File: src/rtl/trisc_pkg.sv
`default_nettype none
// ============================================================================
// Module      : trisc_pkg
// Description : Shared opcode values, control-state encoding and the
//               "opcode needs an operand read" decode for the TRISC core.
// Revision    : 1.0  initial parametrised release
// ============================================================================
package trisc_pkg;

    localparam logic [3:0] OP_NOP = 4'h0;
    localparam logic [3:0] OP_LDA = 4'h1;
    localparam logic [3:0] OP_STA = 4'h2;
    localparam logic [3:0] OP_ADD = 4'h3;
    localparam logic [3:0] OP_SUB = 4'h4;
    localparam logic [3:0] OP_AND = 4'h5;
    localparam logic [3:0] OP_XOR = 4'h6;
    localparam logic [3:0] OP_LDI = 4'h7;
    localparam logic [3:0] OP_JMP = 4'h8;
    localparam logic [3:0] OP_JZ  = 4'h9;
    localparam logic [3:0] OP_JC  = 4'hA;
    localparam logic [3:0] OP_INC = 4'hB;
    localparam logic [3:0] OP_HLT = 4'hF;

    typedef enum logic [2:0] {
        ST_IDLE   = 3'd0,
        ST_FETCH  = 3'd1,
        ST_DECODE = 3'd2,
        ST_READ   = 3'd3,
        ST_EXEC   = 3'd4
    } state_t;

    // Opcodes whose second operand comes from RAM need the extra READ cycle.
    function automatic logic needs_read(input logic [3:0] op);
        return (op == OP_LDA) || (op == OP_ADD) || (op == OP_SUB) ||
               (op == OP_AND) || (op == OP_XOR);
    endfunction

endpackage
`default_nettype wire

File: src/rtl/trisc_alu.sv
`default_nettype none
// ============================================================================
// Module      : trisc_alu
// Description : Combinational accumulator ALU. Produces the new accumulator
//               value plus carry/borrow and signed-overflow indications.
// Revision    : 1.0  initial parametrised release
// ============================================================================
module trisc_alu
    import trisc_pkg::*;
#(
    parameter int W = 4
) (
    input  logic [W-1:0] acc_i,
    input  logic [W-1:0] opnd_i,
    input  logic [3:0]   opcode_i,
    output logic [W-1:0] result_o,
    output logic         carry_o,
    output logic         overflow_o
);

    logic [W:0] w_sum;
    logic [W:0] w_diff;
    logic [W:0] w_inc;

    // One extra bit on each result exposes carry out / borrow directly.
    assign w_sum  = {1'b0, acc_i} + {1'b0, opnd_i};
    assign w_diff = {1'b0, acc_i} - {1'b0, opnd_i};
    assign w_inc  = {1'b0, acc_i} + {{W{1'b0}}, 1'b1};

    // Select the result and flag outputs for the current opcode.
    always_comb begin
        result_o   = acc_i;
        carry_o    = 1'b0;
        overflow_o = 1'b0;
        case (opcode_i)
            OP_LDA, OP_LDI: result_o = opnd_i;
            OP_ADD: begin
                result_o   = w_sum[W-1:0];
                carry_o    = w_sum[W];
                overflow_o = (acc_i[W-1] == opnd_i[W-1]) && (w_sum[W-1] != acc_i[W-1]);
            end
            OP_SUB: begin
                result_o   = w_diff[W-1:0];
                carry_o    = w_diff[W];
                overflow_o = (acc_i[W-1] != opnd_i[W-1]) && (w_diff[W-1] != acc_i[W-1]);
            end
            OP_AND: result_o = acc_i & opnd_i;
            OP_XOR: result_o = acc_i ^ opnd_i;
            OP_INC: begin
                result_o   = w_inc[W-1:0];
                carry_o    = w_inc[W];
                overflow_o = !acc_i[W-1] && w_inc[W-1];
            end
            default: ;
        endcase
    end

endmodule
`default_nettype wire

File: src/rtl/trisc_core.sv
`default_nettype none
// ============================================================================
// Module      : trisc_core
// Description : Parametrised TRISC accumulator machine: PC, IR, ACC, flags,
//               fetch/decode/read/exec control and single-port program/data
//               RAM with a front-panel load mode.
//               Optional macro TRISC_STEP_EN: FETCH waits for a Step pulse.
// Revision    : 1.0  initial parametrised release
// ============================================================================
module trisc_core
    import trisc_pkg::*;
#(
    parameter int W = 4
) (
    input  logic           SysClock,
    input  logic           StartStop,
    input  logic           Mode,
    input  logic           Run,
    input  logic           Step,
    input  logic           LoadStrobe,
    input  logic           ClearAddGen,
    input  logic [W+3:0]   LoadData,
    output logic [W-1:0]   Pc,
    output logic [3:0]     Ir,
    output logic [W-1:0]   Acc,
    output logic           FlagZ,
    output logic           FlagC,
    output logic           FlagV,
    output logic           Busy,
    output logic           Halted,
    output logic [W-1:0]   LoadAddr,
    output logic [W+3:0]   MemQ
);

    localparam logic [W-1:0] c_one = {{(W-1){1'b0}}, 1'b1};

    state_t         state_q;
    logic [W-1:0]   pc_q, acc_q, opnd_q, laddr_q;
    logic [3:0]     ir_q;
    logic           z_q, c_q, v_q, halted_q;
    logic [W+3:0]   memq_q;
    logic [W+3:0]   mem_q [0:(1<<W)-1];

    logic [W-1:0]   w_ram_addr;
    logic           w_ram_we;
    logic [W+3:0]   w_ram_wdata;
    logic [W-1:0]   w_alu_b, w_alu_res;
    logic           w_alu_c, w_alu_v;
    logic           w_acc_we, w_flag_we;
    logic           w_fetch_go;

`ifdef TRISC_STEP_EN
    assign w_fetch_go = Step;
`else
    logic w_unused_step;
    assign w_fetch_go    = 1'b1;
    assign w_unused_step = Step;
`endif

    // Memory operands arrive through MemQ; immediates and targets use the operand field.
    assign w_alu_b = needs_read(ir_q) ? memq_q[W-1:0] : opnd_q;

    trisc_alu #(.W(W)) u_alu (
        .acc_i      (acc_q),
        .opnd_i     (w_alu_b),
        .opcode_i   (ir_q),
        .result_o   (w_alu_res),
        .carry_o    (w_alu_c),
        .overflow_o (w_alu_v)
    );

    // RAM port steering: load address in IDLE, operand in READ/EXEC, else PC.
    always_comb begin
        w_ram_addr  = pc_q;
        w_ram_we    = 1'b0;
        w_ram_wdata = LoadData;
        case (state_q)
            ST_IDLE: begin
                w_ram_addr = laddr_q;
                w_ram_we   = Mode && LoadStrobe && !ClearAddGen;
            end
            ST_READ: w_ram_addr = opnd_q;
            ST_EXEC: begin
                w_ram_addr  = opnd_q;
                w_ram_we    = (ir_q == OP_STA);
                w_ram_wdata = {4'b0000, acc_q};
            end
            default: ;
        endcase
    end

    // Which opcodes write the accumulator, and which of those also update C/V.
    always_comb begin
        w_acc_we  = 1'b0;
        w_flag_we = 1'b0;
        case (ir_q)
            OP_LDA, OP_AND, OP_XOR, OP_LDI: w_acc_we = 1'b1;
            OP_ADD, OP_SUB, OP_INC: begin
                w_acc_we  = 1'b1;
                w_flag_we = 1'b1;
            end
            default: ;
        endcase
    end

    // RAM array write port; contents deliberately survive reset.
    always_ff @(posedge SysClock) begin
        if (w_ram_we) begin
            mem_q[w_ram_addr] <= w_ram_wdata;
        end
    end

    // Control FSM with all architectural registers and the registered read port.
    always_ff @(posedge SysClock or negedge StartStop) begin
        if (!StartStop) begin
            state_q  <= ST_IDLE;
            pc_q     <= '0;
            ir_q     <= '0;
            acc_q    <= '0;
            opnd_q   <= '0;
            z_q      <= 1'b0;
            c_q      <= 1'b0;
            v_q      <= 1'b0;
            halted_q <= 1'b0;
            laddr_q  <= '0;
            memq_q   <= '0;
        end else begin
            memq_q <= mem_q[w_ram_addr];
            case (state_q)
                ST_IDLE: begin
                    if (Mode) begin
                        if (ClearAddGen) begin
                            laddr_q <= '0;
                        end else if (LoadStrobe) begin
                            laddr_q <= laddr_q + c_one;
                        end
                    end else if (Run) begin
                        state_q  <= ST_FETCH;
                        halted_q <= 1'b0;
                    end
                end
                ST_FETCH: begin
                    if (w_fetch_go) begin
                        state_q <= ST_DECODE;
                    end
                end
                ST_DECODE: begin
                    ir_q    <= memq_q[W+3:W];
                    opnd_q  <= memq_q[W-1:0];
                    pc_q    <= pc_q + c_one;
                    state_q <= needs_read(memq_q[W+3:W]) ? ST_READ : ST_EXEC;
                end
                ST_READ: state_q <= ST_EXEC;
                ST_EXEC: begin
                    state_q <= ST_FETCH;
                    if (w_acc_we) begin
                        acc_q <= w_alu_res;
                        z_q   <= (w_alu_res == '0);
                    end
                    if (w_flag_we) begin
                        c_q <= w_alu_c;
                        v_q <= w_alu_v;
                    end
                    case (ir_q)
                        OP_JMP: pc_q <= opnd_q;
                        OP_JZ:  if (z_q) pc_q <= opnd_q;
                        OP_JC:  if (c_q) pc_q <= opnd_q;
                        OP_HLT: begin
                            state_q  <= ST_IDLE;
                            halted_q <= 1'b1;
                        end
                        default: ;
                    endcase
                end
                default: state_q <= ST_IDLE;
            endcase
        end
    end

    assign Pc       = pc_q;
    assign Ir       = ir_q;
    assign Acc      = acc_q;
    assign FlagZ    = z_q;
    assign FlagC    = c_q;
    assign FlagV    = v_q;
    assign Busy     = (state_q != ST_IDLE);
    assign Halted   = halted_q;
    assign LoadAddr = laddr_q;
    assign MemQ     = memq_q;

endmodule
`default_nettype wire

File: config.mk
export PLATFORM = sky130hd
export DESIGN_NAME = trisc_core
export DESIGN_NICKNAME = d
export VERILOG_FILES = /design/src/rtl/trisc_pkg.sv /design/src/rtl/trisc_alu.sv /design/src/rtl/trisc_core.sv
export SDC_FILE = /design/constraint.sdc
export NUM_CORES = 1
export LEC_CHECK = 0
export ABC_CLOCK_PERIOD_IN_PS = 3100
export CORE_MARGIN = 3
export CORE_UTILIZATION = 40
export CTS_CLUSTER_DIAMETER = 60
export DETAILED_ROUTE_END_ITERATION = 12
export PLACE_DENSITY = 0.61
export SYNTH_ARGS = -nofsm -noshare
export SYNTH_HDL_FRONTEND = slang
export SYNTH_HIERARCHICAL = 1
export SYNTH_SLANG_ARGS = --single-unit
File: constraint.sdc
create_clock -name SysClock -period 3.1 [get_ports SysClock]
set_input_delay 0.775 -clock SysClock [delete_from_list [all_inputs] [get_ports SysClock]]
set_output_delay 0.775 -clock SysClock [all_outputs]
set_load 0.02 [all_outputs]
# --- Yosys cells after proc, flatten, opt, wreduce, memory -nomap -nowiden ---
# Memories as Yosys holds them, arrays and structs flattened. A register that Yosys moved wholly into a read port is not among the register bits.
# Cells that the tools add are included.
totals:
  ff_bits: 27
  ram_bits: 128
  out_inout_bits: 29
  memories: 1
mem_list:
  columns: ["memory", "depth", "width", "read_ports", "rd_ports_with_merged_regs", "wr", "line", "source"]
  rows:
  - ["mem_q", 16, 8, 1, 1, 1, "trisc_core.sv:42", "logic [W+3:0] mem_q [0:(1<<W)-1];"]
classes:
  n_addsub: 5
  n_eq_ne: 31
  mux: 26
  bitwise: 2
  n_reduce_logical: 32
op_table:
  columns: ["operator", "n"]
  rows:
  - ["$eq A4 B3 Y1 const B", 7]
  - ["$pmux W4 S6", 1]
  - ["$eq A4 B4 Y1 const B", 5]
  - ["$mux W4", 5]
  - ["$pmux W4 S2", 2]
  - ["$pmux W3 S5", 1]
  - ["$eq A4 B2 Y1 const B", 3]
  - ["$pmux W4 S3", 1]
  - ["$mux W3", 3]
  - ["$add A4 B1 Y4 const B", 2]
  - ["$eq A4 B1 Y1 const B", 2]
  - ["$logic_or A1 B1 Y1", 8]
  - ["$mux W1", 8]
  - ["$mux W8", 1]
  - ["$reduce_and A4 Y1", 2]
  - ["$reduce_or A7 Y1", 1]
  - ["$eq A3 B2 Y1 const B", 2]
  - ["$ne A3 B3 Y1 const B", 2]
  - ["$pmux W1 S3", 2]
  - ["$reduce_and A2 Y1", 3]
  - ["$reduce_bool A2 Y1", 3]
  - ["$add A4 B1 Y5 const B", 1]
  - ["$add A4 B4 Y5", 1]
  - ["$logic_and A1 B1 Y1", 5]
  - ["18 further kinds", 25]

# --- Depth between registers and ports, before layout ---
logic_depth:
  ltp_word: 10
  depth_mapped: 14
  mapped_depth_nobuf: 14

# --- Hierarchy ---
# The synthesis kept the hierarchy.
by_module_without_submodules:
  columns: ["module", "instances", "cells_per_inst", "area_each_um2", "seq_area_each_um2"]
  rows:
  - ["trisc_core", 1, 575, 7310.8, 4719.5]
  - ["trisc_alu", 1, 111, 782.0, 0.0]

# --- Worst setup path after synthesis ---
# OpenSTA, ideal clock, no wires.
synth_timing:
  path_type: "register -> register"
  startpoint: "register ir_q[1], in the netlist Ir[1]"
  endpoint: "register z_q, in the netlist FlagZ"
  setup_time_ns: 0.084
  arrival_ns: 3.000
  setup_slack_ns: 0.015
  stages_incl_launch_ff: 15
  n_path_buf: 1
  synth_period_minus_slack_ns: 3.085
  path_cell_list: "dfrtp_1 -> nand2_1 -> nor2_1 -> nor3_1 -> mux2_2 -> inv_1 -> ha_1 -> buf_6 -> nor3b_2 -> or4_1 -> a21oi_1 -> o32a_1 -> nor4_1 -> nand2_1 -> o21ai_0"
synth_via:
  elab_chain_len: 9
synth_rtl:
  columns: ["element", "line", "source"]
  rows:
  - ["start: declaration", "trisc_core.sv:39", "logic [3:0] ir_q;"]
  - ["start signal: assignment", "trisc_core.sv:148", "ir_q <= memq_q[W+3:W];"]
  - ["$eq A4 B1 Y1 / $eq A4 B2 Y1 (equally long branches)", "trisc_pkg.sv:34", "return (op == OP_LDA) || (op == OP_ADD) || (op == OP_SUB) ||"]
  - ["$logic_or A1 B1 Y1 (3 in a row)", "trisc_pkg.sv:34", null]
  - ["$logic_or A1 B1 Y1 *", "trisc_pkg.sv:35", "(op == OP_AND) || (op == OP_XOR);"]
  - ["$mux W4 *", "trisc_core.sv:61", "assign w_alu_b = needs_read(ir_q) ? memq_q[W-1:0] : opnd_q;"]
  - ["named net w_alu_b[2]", "trisc_core.sv:47", "logic [W-1:0] w_alu_b, w_alu_res;"]
  - ["$sub A4 B4 Y5 / $add A4 B4 Y5 (equally long branches)", "trisc_alu.sv:27, trisc_alu.sv:26", null]
  - ["$pmux W4 S6 *", "trisc_alu.sv:35", "case (opcode_i)"]
  - ["named net w_alu_res[3]", "trisc_core.sv:47", null]
  - ["$logic_not A4 Y1 *", "trisc_core.sv:158", "z_q <= (w_alu_res == '0);"]
  - ["end signal: assignment", "trisc_core.sv:158", null]
  - ["end: declaration", "trisc_core.sv:40", "logic z_q, c_q, v_q, halted_q;"]
# The timed path passes the listed nets; every way through them passes the cells marked *.
# A chain may end at the register's enable or synchronous reset.

# --- Worst setup path after layout ---
layout_timing:
  startpoint: "register ir_q[0], in the netlist Ir[0]"
  endpoint: "register z_q, in the netlist FlagZ"
# Same word-level chain as after synthesis.

==> results.sh <==
export IMPL_outcome="completed"
export IMPL_worst_r2r_cell_count=14
export IMPL_max_freq_mhz=338
export IMPL_p_sw_w=0.00487
export IMPL_synth_edf_count=128
export IMPL_critPathBufInv=3
export IMPL_yosysWarnings=6
export IMPL_fp_coreArea_mm2=0.0197
export IMPL_cts_setup_buffers=0
export IMPL_post_place_ws_ps=22.8
export IMPL_switching_share_pct=43.2
export IMPL_overflow=0
export IMPL_ctsHtreeMaxLevel=4
export IMPL_dp_cells=990
export IMPL_cp_max_fo=5
export IMPL_seqPwrFrac_pct=28.0
export IMPL_clkLatencyLatePin_ps=420
export IMPL_syn_area_per_cell_um2=11.8
export IMPL_vdd_drop_max_mv=0.432
export IMPL_die_y_um=148
export IMPL_worstSetupStartpointType="flip-flop"
export IMPL_multi_input_area_mm2=0.00299
export IMPL_crit_cells=14
export IMPL_die_x_um=148
export IMPL_num_vias=5731
export IMPL_cp_end_kind="flip-flop"
export IMPL_worstReg2RegEnd="FlagZ$_DFFE_PN0P_"
export IMPL_cts_resized=0
export IMPL_antenna_left=0
export IMPL_start_util_pct=41.2
export IMPL_fp_row_count=51
export IMPL_drtIter0Drc=432
export IMPL_r2r_start="Ir[0]$_DFFE_PN0P_"
export IMPL_yosysSeqAreaShare_pct=58.3
export IMPL_r2r_slack_ps=140
export IMPL_leakage_nw=3.52
export IMPL_synth_fp_nets=715
export IMPL_maxCapViolCount=0
export IMPL_fillers=1805
export IMPL_period_minus_slack_ps=2960
export IMPL_cpMaxStageDelayCell="dfrtp_1"
export IMPL_drt_pass1_iter_count=5
export IMPL_ioPinCount=44
export IMPL_grt_pass1_vias=5548
export IMPL_setup_viol=0
export IMPL_worst_endpoint_arrival_ps=3300
export IMPL_cp_data_required_time_ps=3440
export IMPL_layout_nets=773
export IMPL_netlist_area_mm2=0.00809
export IMPL_crit_chain="buf_4 > nor2_1 > nor3_2 > buf_4 > mux2_2 > inv_1 > ha_1 > nand2_1 > o21ai_1 > mux2i_1 > o32a_1 > nor4_2 > nand2_1 > o21ai_0"
export IMPL_postCtsHoldBufs=0
export IMPL_grt_antenna_before_repair=0
export IMPL_post_route_util_pct=48.5
export IMPL_regArea_mm2=0.00472
export IMPL_cts_sinks=163
export IMPL_pwr_share_comb_pct=52.3
export IMPL_syn_inst=686
export IMPL_cp_slowest_stage_delay_ps=410
export IMPL_endpoint="FlagZ$_DFFE_PN0P_"
export IMPL_synth_ff_type="edfxtp_1"
export IMPL_drcViolationCount=0
export IMPL_worst_slew_pin_slew_ps=791
export IMPL_setup_ws_ps=139
export IMPL_period_share_pct=95.5
export IMPL_ys_seq_elements=163
export IMPL_hold_viol_final=0
export IMPL_cts_root_buf="clkbuf_16"
export IMPL_grt_start_max_net_pins=36
export IMPL_hp_class="input pin to async pin"
export IMPL_dp_hpwl_mm=13.3
export IMPL_rsz0062_at_grt="true"
export IMPL_maxSlewViolCount=0
export IMPL_p_int_w=0.00642
export IMPL_die_area_mm2=0.0220
export IMPL_tritoncts="built"
export IMPL_relSlewSlack_pct=47.1
export IMPL_numCtsBuffers=17
export IMPL_place_gp_congestion=0.890
export IMPL_drive_above_1_share_pct=14.5
export IMPL_vias_per_cell=5.61
export IMPL_fin_skew_ps=9.82
export IMPL_p_per_area_mw_per_mm2=1190
export IMPL_diodes=0
export IMPL_port_buffer_count=42
export IMPL_fin_setup_tns_ps=0
export IMPL_cp_top_family="compound AO/OA/AOI/OAI gates"
export IMPL_clk_path_buf_depth=2
export IMPL_grt_use_total_pct=18.0
export IMPL_syn_to_final_growth_pct=17.7
export IMPL_criticalPathCategory="flip-flop to flip-flop"
export IMPL_clkSlewWorstSetupHoldPaths_ps=60
export IMPL_grt_pass1_wl_mm=31.0
export IMPL_synthArstFlopShare_pct=21.5
export IMPL_instances_no_fill=1022
export IMPL_p_clk_share_pct=19.8
export IMPL_critPathLaunch="Ir[0]$_DFFE_PN0P_"
export IMPL_drt_wl_total_mm=19.8
export IMPL_synthDistinctLibCells=70
export IMPL_wl_per_cell_um=19.4
[placed cells by master (no fill, tap or decap), drive strengths merged, types with 3 or more instances in the layout]
master,count
a31oi,3
and2,9
bufinv,3
o211ai,5
buf,41
a32oi,3
nand3,21
ha,12
clkbuf,17
clkinv,3
nor3b,3
and3,27
a21oi,42
clkdlybuf4s50,41
mux2i,12
a311o,8
a211oi,33
mux2,17
nor3,7
o221ai,4
nand2b,10
or3,3
xor2,3
nor2b,7
o21ai,20
o32ai,24
nor4,4
o22a,4
xnor2,3
nand2,83
nor2,44
dfrtp,35
edfxtp,128
nand3b,7
inv,39
[synth_stat cells (7+ instances only)]
cell,count,area (um2)
a21oi_1,41,205
buf_4,8,60.1
a211oi_1,32,240
buf_6,11,124
mux2i_1,12,120
a311o_1,8,80.1
ha_1,12,150
o32ai_1,24,210
and2_1,7,43.8
inv_1,31,116
nand2_1,82,308
clkbuf_1,8,30.0
buf_2,15,75.1
mux2_2,17,191
and3_1,27,169
edfxtp_1,128,3840
nand3_1,20,100
nor3_1,7,35.0
dfrtp_1,35,876
nor2_1,43,161
nand2b_1,10,62.6
o21ai_0,18,90.1
nand3b_1,7,52.6
nor2b_1,7,43.8
[kinds of logic (layout without fill, tap and decap cells)]
family / count (synthesis) / after routing / synth area share, %
buffers and inverters: 74 / 145 / 5.07
AND/OR/NAND/NOR: 237 / 237 / 14.9
AO/OA/AOI/OAI: 163 / 163 / 14.8
XOR/XNOR: 6 / 6 / 0.742
flip-flops: 163 / 163 / 58.3
multiplexers: 29 / 29 / 3.85
adder cells (fa/ha/maj): 14 / 14 / 2.35
[how the worst min path moves through the flow]
stage,startpoint,slack [ps],to
2_1_floorplan,StartStop,480,Acc[0]$_DFFE_PN0P_
3_3_place_gp,FlagV$_DFFE_PN0P_,490,FlagV$_DFFE_PN0P_
3_5_place_dp,FlagV$_DFFE_PN0P_,500,FlagV$_DFFE_PN0P_
4_1_cts,StartStop,450,LoadAddr[2]$_DFFE_PN0P_
5_1_grt,StartStop,480,LoadAddr[3]$_DFFE_PN0P_
6_report,StartStop,440,LoadAddr[3]$_DFFE_PN0P_
[power groups by stage]
stage / logic (W) / clock network, W / registers, W
6_report: 0.00591 / 0.00223 / 0.00316
5_1_grt: 0.00639 / 0.00238 / 0.00320
3_3_place_gp: 0.00569 / 0 / 0.00317
4_1_cts: 0.00583 / 0.00228 / 0.00315
2_1_floorplan: 0.00397 / 0 / 0.00325
3_5_place_dp: 0.00578 / 0 / 0.00320
[worst register-to-register path, delay by kind of cell, from the launching register on]
kind | cells | cell delay (ps)
AO/OA/AOI/OAI | 3 | 720
AND/OR/NAND/NOR | 5 | 630
flip-flops | 1 | 410
multiplexers | 2 | 400
buffers and inverters | 3 | 360
adder cells (fa/ha/maj) | 1 | 360
[flip-flops by register name, summed over array words and instances (netlist names)]
register and cells:
Acc 4, FlagC 1, FlagV 1, FlagZ 1, Halted 1, Ir 4
LoadAddr 4, MemQ 8, Pc 4, mem_q 128, opnd_q 4, state_q 3
[per-layer routing]
metal | track usage (%) | part of all wire [%]
met5 | 0 | 0
met4 | 6.05 | 2.5
met3 | 3.75 | 5.2
met2 | 28.2 | 46
met1 | 25.3 | 46
[cell type report]
class,count,share of cell area (%)
flip-flops and latches,163,49.6
multi-input cells,449,31.4
repair buffers,82,7.65
clock buffers,17,4.47
well taps,265,3.48
clock inverters,15,2.25
inverters,31,1.22
[stage by stage]
stage | total power [W] | instance area, um2 | hold WS (ps)
2_1_floorplan | 0.00722 | 8090 | 479
3_3_place_gp | 0.00886 | 8860 | 487
3_5_place_dp | 0.00898 | 8860 | 498
4_1_cts | 0.0113 | 9500 | 448
5_1_grt | 0.0120 | 9520 | 481
6_report | 0.0113 | 9520 | 435
Note: power is estimated with default switching activity, not from simulation.
